$ cat src/rtl/cell_alloc_arbiter.sv
// cell_alloc_arbiter
// Round-robin arbiter sharing the single cell-allocator port among
// REQ_PORT_NUM requesters. Each port carries an outstanding-cell quota that is
// charged on a successful grant and credited by rel_valid. While the allocator
// reports memory pressure only ports in prio_mask are eligible.
// Optional build macro CELL_ALLOC_ARB_STATS_EN adds saturating grant/fail
// statistics counters as extra outputs.
module cell_alloc_arbiter #(
    parameter int REQ_PORT_NUM  = 4,
    parameter int LEN_WIDTH     = 16,
    parameter int CELL_NUM      = 64,
    parameter int CELL_ID_WIDTH = $clog2(CELL_NUM),
    parameter int PORT_QUOTA    = 16,
    parameter int CNT_WIDTH     = $clog2(PORT_QUOTA + 1)
) (
    input  logic                              clk,
    input  logic                              rst_n,
    input  logic [REQ_PORT_NUM-1:0]           req_valid,
    output logic [REQ_PORT_NUM-1:0]           req_ready,
    input  logic [REQ_PORT_NUM*LEN_WIDTH-1:0] req_size,
    output logic [REQ_PORT_NUM-1:0]           resp_valid,
    output logic                              resp_success,
    output logic [CELL_ID_WIDTH-1:0]          resp_cell_id,
    input  logic [REQ_PORT_NUM-1:0]           prio_mask,
    input  logic [REQ_PORT_NUM-1:0]           rel_valid,
    output logic [REQ_PORT_NUM*CNT_WIDTH-1:0] outstanding,
    output logic                              underflow_err,
`ifdef CELL_ALLOC_ARB_STATS_EN
    output logic [31:0]                       stat_grant_count,
    output logic [31:0]                       stat_fail_count,
`endif
    output logic                              alloc_mem_req,
    output logic [LEN_WIDTH-1:0]              alloc_mem_size,
    input  logic [CELL_ID_WIDTH-1:0]          alloc_cell_id,
    input  logic                              alloc_mem_success,
    input  logic                              alloc_mem_intense
);

    localparam int IDX_W = $clog2(REQ_PORT_NUM);
    localparam logic [IDX_W:0]          NPORT_C    = (IDX_W + 1)'(REQ_PORT_NUM);
    localparam logic [IDX_W-1:0]        LAST_IDX_C = IDX_W'(REQ_PORT_NUM - 1);
    localparam logic [IDX_W-1:0]        IDX_ONE_C  = {{(IDX_W-1){1'b0}}, 1'b1};
    localparam logic [CNT_WIDTH-1:0]    QUOTA_C    = CNT_WIDTH'(PORT_QUOTA);
    localparam logic [CNT_WIDTH-1:0]    CNT_ONE_C  = {{(CNT_WIDTH-1){1'b0}}, 1'b1};
    localparam logic [CNT_WIDTH-1:0]    CNT_ZERO_C = {CNT_WIDTH{1'b0}};
    localparam logic [REQ_PORT_NUM-1:0] ONEHOT0_C  = {{(REQ_PORT_NUM-1){1'b0}}, 1'b1};

    typedef enum logic [1:0] {
        ST_IDLE  = 2'd0,
        ST_ISSUE = 2'd1,
        ST_RESP  = 2'd2
    } state_t;

    state_t                    state_r;
    state_t                    state_nxt_s;
    logic [IDX_W-1:0]          ptr_r;
    logic [IDX_W-1:0]          win_r;
    logic [IDX_W-1:0]          pick_s;
    logic                      found_s;
    logic [IDX_W:0]            scan_s;
    logic [REQ_PORT_NUM-1:0]   elig_s;
    logic [REQ_PORT_NUM-1:0]   inc_s;
    logic [CNT_WIDTH-1:0]      cnt_r [REQ_PORT_NUM];
    logic                      mem_req_r;
    logic [LEN_WIDTH-1:0]      mem_size_r;
    logic [REQ_PORT_NUM-1:0]   resp_valid_r;
    logic                      resp_success_r;
    logic [CELL_ID_WIDTH-1:0]  resp_cell_id_r;
    logic                      underflow_r;

    assign alloc_mem_req  = mem_req_r;
    assign alloc_mem_size = mem_size_r;
    assign resp_valid     = resp_valid_r;
    assign req_ready      = resp_valid_r;
    assign resp_success   = resp_success_r;
    assign resp_cell_id   = resp_cell_id_r;
    assign underflow_err  = underflow_r;

    // Per-port eligibility: requesting, below quota, and allowed under pressure.
    always_comb begin
        elig_s = {REQ_PORT_NUM{1'b0}};
        for (int i = 0; i < REQ_PORT_NUM; i++) begin
            elig_s[i] = req_valid[i] && (cnt_r[i] < QUOTA_C) &&
                        (!alloc_mem_intense || prio_mask[i]);
        end
    end

    // Round-robin scan: first eligible port at or after the pointer, wrapping.
    always_comb begin
        found_s = 1'b0;
        pick_s  = {IDX_W{1'b0}};
        scan_s  = {(IDX_W+1){1'b0}};
        for (int k = 0; k < REQ_PORT_NUM; k++) begin
            scan_s = {1'b0, ptr_r} + (IDX_W + 1)'(k);
            if (scan_s >= NPORT_C) begin
                scan_s = scan_s - NPORT_C;
            end else begin
                scan_s = scan_s;
            end
            if (!found_s && elig_s[scan_s[IDX_W-1:0]]) begin
                found_s = 1'b1;
                pick_s  = scan_s[IDX_W-1:0];
            end else begin
                found_s = found_s;
            end
        end
    end

    // Next-state logic for the IDLE -> ISSUE -> RESP grant sequence.
    always_comb begin
        state_nxt_s = state_r;
        case (state_r)
            ST_IDLE: begin
                if (found_s) begin
                    state_nxt_s = ST_ISSUE;
                end else begin
                    state_nxt_s = ST_IDLE;
                end
            end
            ST_ISSUE: state_nxt_s = ST_RESP;
            ST_RESP:  state_nxt_s = ST_IDLE;
            default:  state_nxt_s = ST_IDLE;
        endcase
    end

    // State register plus registered allocator request and response outputs.
    always_ff @(posedge clk or negedge rst_n) begin
        if (!rst_n) begin
            state_r        <= ST_IDLE;
            ptr_r          <= {IDX_W{1'b0}};
            win_r          <= {IDX_W{1'b0}};
            mem_req_r      <= 1'b0;
            mem_size_r     <= {LEN_WIDTH{1'b0}};
            resp_valid_r   <= {REQ_PORT_NUM{1'b0}};
            resp_success_r <= 1'b0;
            resp_cell_id_r <= {CELL_ID_WIDTH{1'b0}};
        end else begin
            state_r <= state_nxt_s;
            case (state_r)
                ST_IDLE: begin
                    if (found_s) begin
                        win_r      <= pick_s;
                        mem_req_r  <= 1'b1;
                        mem_size_r <= req_size[pick_s*LEN_WIDTH +: LEN_WIDTH];
                    end else begin
                        mem_req_r  <= 1'b0;
                        mem_size_r <= {LEN_WIDTH{1'b0}};
                    end
                end
                ST_ISSUE: begin
                    mem_req_r      <= 1'b0;
                    mem_size_r     <= {LEN_WIDTH{1'b0}};
                    resp_valid_r   <= ONEHOT0_C << win_r;
                    resp_success_r <= alloc_mem_success;
                    resp_cell_id_r <= alloc_mem_success ? alloc_cell_id
                                                        : {CELL_ID_WIDTH{1'b0}};
                end
                ST_RESP: begin
                    resp_valid_r   <= {REQ_PORT_NUM{1'b0}};
                    resp_success_r <= 1'b0;
                    resp_cell_id_r <= {CELL_ID_WIDTH{1'b0}};
                    ptr_r          <= (win_r == LAST_IDX_C) ? {IDX_W{1'b0}}
                                                            : win_r + IDX_ONE_C;
                end
                default: begin
                    mem_req_r      <= 1'b0;
                    mem_size_r     <= {LEN_WIDTH{1'b0}};
                    resp_valid_r   <= {REQ_PORT_NUM{1'b0}};
                    resp_success_r <= 1'b0;
                    resp_cell_id_r <= {CELL_ID_WIDTH{1'b0}};
                end
            endcase
        end
    end

    // Quota charge strobe: the winner of a successful RESP cycle.
    always_comb begin
        inc_s = {REQ_PORT_NUM{1'b0}};
        for (int i = 0; i < REQ_PORT_NUM; i++) begin
            inc_s[i] = (state_r == ST_RESP) && resp_success_r && (win_r == IDX_W'(i));
        end
    end

    // Outstanding counters and sticky underflow flag; a charge and a release
    // landing together cancel out.
    always_ff @(posedge clk or negedge rst_n) begin
        if (!rst_n) begin
            for (int i = 0; i < REQ_PORT_NUM; i++) begin
                cnt_r[i] <= CNT_ZERO_C;
            end
            underflow_r <= 1'b0;
        end else begin
            for (int i = 0; i < REQ_PORT_NUM; i++) begin
                if (inc_s[i] && !rel_valid[i]) begin
                    cnt_r[i] <= cnt_r[i] + CNT_ONE_C;
                end else if (!inc_s[i] && rel_valid[i]) begin
                    if (cnt_r[i] != CNT_ZERO_C) begin
                        cnt_r[i] <= cnt_r[i] - CNT_ONE_C;
                    end else begin
                        underflow_r <= 1'b1;
                    end
                end else begin
                    cnt_r[i] <= cnt_r[i];
                end
            end
        end
    end

    // Flatten the counter array onto the outstanding bus.
    always_comb begin
        outstanding = {(REQ_PORT_NUM*CNT_WIDTH){1'b0}};
        for (int i = 0; i < REQ_PORT_NUM; i++) begin
            outstanding[i*CNT_WIDTH +: CNT_WIDTH] = cnt_r[i];
        end
    end

`ifdef CELL_ALLOC_ARB_STATS_EN
    logic [31:0] grant_cnt_r;
    logic [31:0] fail_cnt_r;

    assign stat_grant_count = grant_cnt_r;
    assign stat_fail_count  = fail_cnt_r;

    // Saturating counts of successful and failed response cycles.
    always_ff @(posedge clk or negedge rst_n) begin
        if (!rst_n) begin
            grant_cnt_r <= 32'd0;
            fail_cnt_r  <= 32'd0;
        end else if (state_r == ST_RESP) begin
            if (resp_success_r && (grant_cnt_r != 32'hFFFF_FFFF)) begin
                grant_cnt_r <= grant_cnt_r + 32'd1;
            end else if (!resp_success_r && (fail_cnt_r != 32'hFFFF_FFFF)) begin
                fail_cnt_r <= fail_cnt_r + 32'd1;
            end else begin
                grant_cnt_r <= grant_cnt_r;
            end
        end else begin
            grant_cnt_r <= grant_cnt_r;
        end
    end
`endif

endmodule

$ cat config.mk
export PLATFORM = sky130hd
export DESIGN_NAME = cell_alloc_arbiter
export DESIGN_NICKNAME = d
export VERILOG_FILES = /design/src/rtl/cell_alloc_arbiter.sv
export SDC_FILE = /design/constraint.sdc
export NUM_CORES = 1
export LEC_CHECK = 0
export BUFFER_PORTS_ARGS = -buffer_cell sky130_fd_sc_hd__buf_2
export CORE_UTILIZATION = 46
export CTS_BUF_LIST = sky130_fd_sc_hd__clkbuf_8
export CTS_CLUSTER_DIAMETER = 80
export DETAILED_ROUTE_END_ITERATION = 10
export PLACE_DENSITY_LB_ADDON = 0.05
export RECOVER_POWER = 50
export SLEW_MARGIN = 20
export SYNTH_ARGS = -nofsm -noshare
export SYNTH_HDL_FRONTEND = slang
export SYNTH_SLANG_ARGS = --single-unit
$ cat constraint.sdc
create_clock -name clk -period 2.7 [get_ports clk]
set_input_delay 0.135 -clock clk [delete_from_list [all_inputs] [get_ports clk]]
set_output_delay 0.135 -clock clk [all_outputs]
set_load 0.01 [all_outputs]
# Word-level counts from Yosys, hierarchy flattened
# Index checks and enable logic that the tools add are counted.
[word_totals]
word_cells = 162
regBits = 55
out_inout_bits = 53
inputBits = 86
[classes]
eq_ne = 5
n_shift = 2
muxes = 55
n_addsub = 16
n_lt_le_gt_ge = 12
reduce_logical = 59
[op_table]
columns = ["op", "n"]
rows = [
  ["$shiftx A64 B7 Y16", 1],
  ["$mux W5", 12],
  ["$pmux W16 S2", 1],
  ["$logic_and A1 B1 Y1", 24],
  ["$mux W1", 22],
  ["$add A5 B1 Y5 const B", 4],
  ["$lt A5 B5 Y1 const B", 4],
  ["$reduce_bool A5 Y1", 4],
  ["$sub A5 B1 Y5 const B", 4],
  ["$mux W2", 9],
  ["$mux W16", 1],
  ["$reduce_bool A2 Y1", 8],
  ["$logic_not A1 Y1", 12],
  ["$lt A2 B3 Y1 const B", 4],
  ["$pmux W6 S2", 1],
  ["$reduce_and A2 Y1", 5],
  ["$ge A3 B3 Y1 const B", 3],
  ["$bmux W1 S2", 4],
  ["$pmux W4 S2", 1],
  ["$sub A2 B1 Y2 const B", 4],
  ["$add A2 B2 Y3 const B", 2],
  ["$eq A2 B2 Y1 const B", 3],
  ["$mux W6", 1],
  ["$eq A2 B1 Y1 const B", 2],
  ["other kinds (8)", 13],
]

# Depth between registers and ports, before layout
[depth]
word_depth = 18
mapped_depth = 14
mapped_depth_nobuf = 12

# Worst setup path after synthesis
# No wires, ideal clock.
[synth_timing]
path_kind = "flip-flop to flip-flop"
start = "register state_r[0]"
end = "register cnt_r, in the netlist outstanding[4]"
path_buffers = 3
setup_ns = 0.131
stages_incl_launch_ff = 15
slack_ns = -0.047
period_less_slack_ns = 2.747
t_required_ns = 2.569
arrival_ns = 2.616
cell_sequence = "dfrtp_1 -> clkbuf_1 -> nor2b_1 -> clkbuf_1 -> clkbuf_1 -> nand3_1 -> inv_1 -> ha_1 -> inv_1 -> fa_1 -> a21o_1 -> a21oi_1 -> xnor2_1 -> nor2_1 -> xor2_1"
[synth_via]
elab_chain_len = 7
word_cells_on_any_way = 10
classes_between = "eq/ne (1); mux (1); reduce/logical (8)"
[synth_lines]
columns = ["element", "line_no", "text"]
rows = [
  ["start, declared", "54", "state_t state_r;"],
  ["start signal, assigned", "138", "state_r <= state_nxt_s;"],
  ["$eq A2 B2 Y1 *", "180", "inc_s[i] = (state_r == ST_RESP) && resp_success_r && (win_r == IDX_W'(i));"],
  ["$logic_and A1 B1 Y1 * (2 in series)", "180", ""],
  ["$logic_not A1 Y1", "196", "end else if (!inc_s[i] && rel_valid[i]) begin"],
  ["$logic_and A1 B1 Y1", "196", ""],
  ["$reduce_bool A2 Y1 (no line)", "-", ""],
  ["$reduce_and A2 Y1 (no line)", "-", ""],
  ["end signal, assigned by index", "195", "cnt_r[i] <= cnt_r[i] + CNT_ONE_C;"],
  ["end signal, assigned by index", "198", "cnt_r[i] <= cnt_r[i] - CNT_ONE_C;"],
  ["end signal, assigned by index", "203", "cnt_r[i] <= cnt_r[i];"],
  ["end, declared", "63", "logic [CNT_WIDTH-1:0] cnt_r [REQ_PORT_NUM];"],
]
# Every way passes the cells marked *; elsewhere a longest branch is shown, timed or not.
# A chain may end at the register's enable or synchronous reset.

# Worst setup path after layout
[layout_timing]
start = "register win_r[0]"
end = "register cnt_r, in the netlist outstanding[6]"
[layout_via]
elab_chain_len = 6
word_cells_on_any_way = 9
classes_between = "eq/ne (1); mux (1); reduce/logical (7)"
[layout_lines]
columns = ["element", "line_no", "text"]
rows = [
  ["start, declared", "57", "logic [IDX_W-1:0] win_r;"],
  ["start signal, assigned", "131", "win_r <= {IDX_W{1'b0}};"],
  ["start signal, assigned", "142", "win_r <= pick_s;"],
  ["$eq A2 B1 Y1 *", "180", ""],
  ["$logic_and A1 B1 Y1 *", "180", ""],
  ["$logic_not A1 Y1", "196", ""],
  ["$logic_and A1 B1 Y1", "196", ""],
  ["$reduce_bool A2 Y1 (no line)", "-", ""],
  ["$reduce_and A2 Y1 (no line)", "-", ""],
]
# Marks and branches as above.

==> impl_metrics.toml <==
[finish]
n_antenna_cell = 0
area_growth_pct = 24.95
drive_above_1_share = 0.3290
final_nets = 578
utilization = 0.5956

[power_and_ir_drop]
ir_worst_vdd_v = 0.0004186
p_leak_uw = 0.002251
power_density_mw_per_mm2 = 1029

[worst_hold_path]
min_to = "resp_cell_id[1]"
min_from = "alloc_cell_id[1]"
hold_depth = 3
hold_path_class = "input port to register"

[critical_path]
ff2ff_path_depth = 8
crit_type = "register to register"
reg2reg_from = "win_r[0]"
crit_path_start_kind = "register"
r2r_slack_ns = 0.24
arrival_ns = 2.66
crit_fanout = 5
critPathRequiredTime_ns = 2.91
critPathCaptureType = "register"
rr_endpoint = "outstanding[6]"

[synth]
synth-main-ff-cell = "dfrtp_1"
synth_cell_types = 36
yosysSeqAreaShare = 0.3960
syn_area_per_cell_um2 = 10.73
synth_nets = 438
synth_edf_count = 0
ys_ff_latch = 55
async_flop_share = 1.000
yosysWarningCount = 0
synth_area_leader_cell = "dfrtp_1"
ys_top_cells_by_area = "dfrtp_1, mux2i_1, ha_1, nand2_1, o221ai_2"
netlist_instances = 324
yosysTopAreaCellShare = 0.3960
syn_area_mm2 = 0.003476

[detailed_routing]
dr.pass1.iters = 4
wl_um = 7725
antenna_left = 0
post-route-drc-count = 0
drtIter0Drc = 87
vias = 2844
via_per_inst = 5.043
wl_per_cell_um = 13.70

[clock_tree]
cts.reportedPaths.clkPinSlew_ns = 0.10
cts_tree = "done"
clk_latency_ns = 0.31
cts_buffers = 5
clockRootBuffer = "clkbuf_8"
htreeDepth = 2
clk_path_buf_depth = 2
cts.sinks = 55

[global_route]
grtUsageTotal = 0.1946
antenna_found_initial = 0
grt_overflow = 0
grt_max_degree = 44
grt_pass1_vias = 2513
grt_first_pass_wirelength_um = 11960

[floorplan]
dieArea_mm2 = 0.007908
fp.coreArea_mm2 = 0.007292
num_io_pins = 139
initial_core_util = 0.4767
die_h_um = 88.93
rows = 31
die_x_um = 88.93

[timing]
fmax_mhz = 407.1
hold_violations = 0
final-setup-viol-count = 0
tns_ns = 0
slew_viol_final = 0
worst_slew_pin_slew_ns = 1.229
relSlewSlack = 0.1809
fin_skew_ns = 0.005490
rsz0062_at_grt = "no"
fin_crit_sh = 0.9097
min_period_ns = 2.456

[placed_design]
gp_congestion = 0.7953
hpwl_um = 5992
port_buffers = 138

[run]
maxCapViolations = 0

[status]
status = "complete, no violations"
[sequential cells by signal, summed over array words and instances, names as in the netlist]
name,flops
alloc_mem_req,1
alloc_mem_size,16
outstanding,20
ptr_r,2
req_ready,4
resp_cell_id,6
resp_success,1
state_r,2
underflow_err,1
win_r,2
[synth_stat cells (6+ instances only)]
library cell and number:
xnor2_1 12, dfrtp_1 55, nor2_1 21, o221ai_2 9, inv_1 17, xor2_1 6
mux2i_1 37, o21ai_0 9, a21o_1 9, o221ai_1 7, ha_1 24, a21oi_1 13
a22oi_1 7, clkbuf_1 6, nand2_1 43
[critical path, stage by stage, from the launching register on]
cell	delay (ns)
dfrtp_2	0.45
ha_1	0.23
nand3_1	0.10
inv_1	0.06
ha_1	0.21
or4_1	0.52
nor3_1	0.25
or2_2	0.22
mux2_2	0.33
[cell type report]
type	count	area [um2]
fillers	681	2949
multi-input cells	236	1914
flip-flops and latches	55	1378
repair buffers	149	745.7
well taps	99	123.9
clock buffers	6	82.58
inverters	17	63.81
clock inverters	2	35.03
[routing by layer]
metal	global-route usage	part of all wire	vias up
li1	-	-	1422
met1	0.2575	0.46	1333
met2	0.3315	0.48	84
met3	0.04063	0.056	5
met4	0.03959	0.0060	0
met5	0	0	-
[how the worst max path moves through the flow]
stage                     end  cells after the start  slack, ns  startpoint
2_1_floorplan  outstanding[4]                     14       0.05  state_r[0]
3_3_place_gp   outstanding[1]                      9       0.19    win_r[0]
3_5_place_dp   outstanding[1]                      9       0.20    win_r[0]
4_1_cts        outstanding[1]                      9       0.18    win_r[0]
5_1_grt        outstanding[1]                      3       0.04       rst_n
6_report       outstanding[6]                      8       0.24    win_r[0]
[logic make-up (layout without fill, tap and decap cells)]
group	after synthesis	count (layout)	synth area share
DFF	55	55	0.3960
buffers and inverters	33	174	0.05400
and+or+nand+nor	92	92	0.1346
xor gates and xnor gates	18	18	0.04536
adders and majority gates	28	28	0.1094
AOI/OAI and AO/OA	58	58	0.1443
muxes	40	40	0.1163
[per-stage QoR]
step                area, um2  hold slack (ns)  cells  worst slack [ns]  total power [uW]
floorplan                3477          -0.1606    324           0.04780              3277
global placement         4249           0.3473    554            0.1948              3921
detailed placement       4249           0.3571    554            0.2038              3969
CTS                      4367         0.008502    562            0.1847              4555
global route             4343          0.06244    564           0.03593              4854
finish                   4343          0.06239    564            0.2437              4470
[layout by cell type (no fill, tap or decap), drive strengths merged]
cell type,synthesis,routed
buf,10,120
dfrtp,55,55
nand2,43,43
mux2i,37,37
clkbuf,6,34
ha,24,24
nor2,21,21
inv,17,17
o221ai,17,17
a21oi,13,13
xnor2,12,12
a21o,9,9
o21ai,9,9
a22oi,7,7
xor2,6,6
nand3,5,5
nor2b,5,5
or4,4,4
nor3,4,4
fa,4,4
nor3b,4,4
mux2,3,3
or2,3,3
o41ai,1,1
or4b,1,1
or3b,1,1
a211oi,1,1
o32ai,1,1
and2,1,1
bufinv,0,1
clkinv,0,1
dlygate4sd3,0,1
[power by group]
| part | switching, uW | total [uW] | internal, uW |
|---|---|---|---|
| clock | 273 | 574 | 301 |
| combinational | 1250 | 2380 | 1130 |
| sequential | 347 | 1520 | 1170 |
[what timing repair did]
item	4_1_cts	5_1_grt
buffers inserted	0	0
gates resized for setup	0	1
setup endpoints to repair	0	1
endpoints found under the hold margin	0	20
hold buffers	0	1
Note: power is estimated with default switching activity, not from simulation.
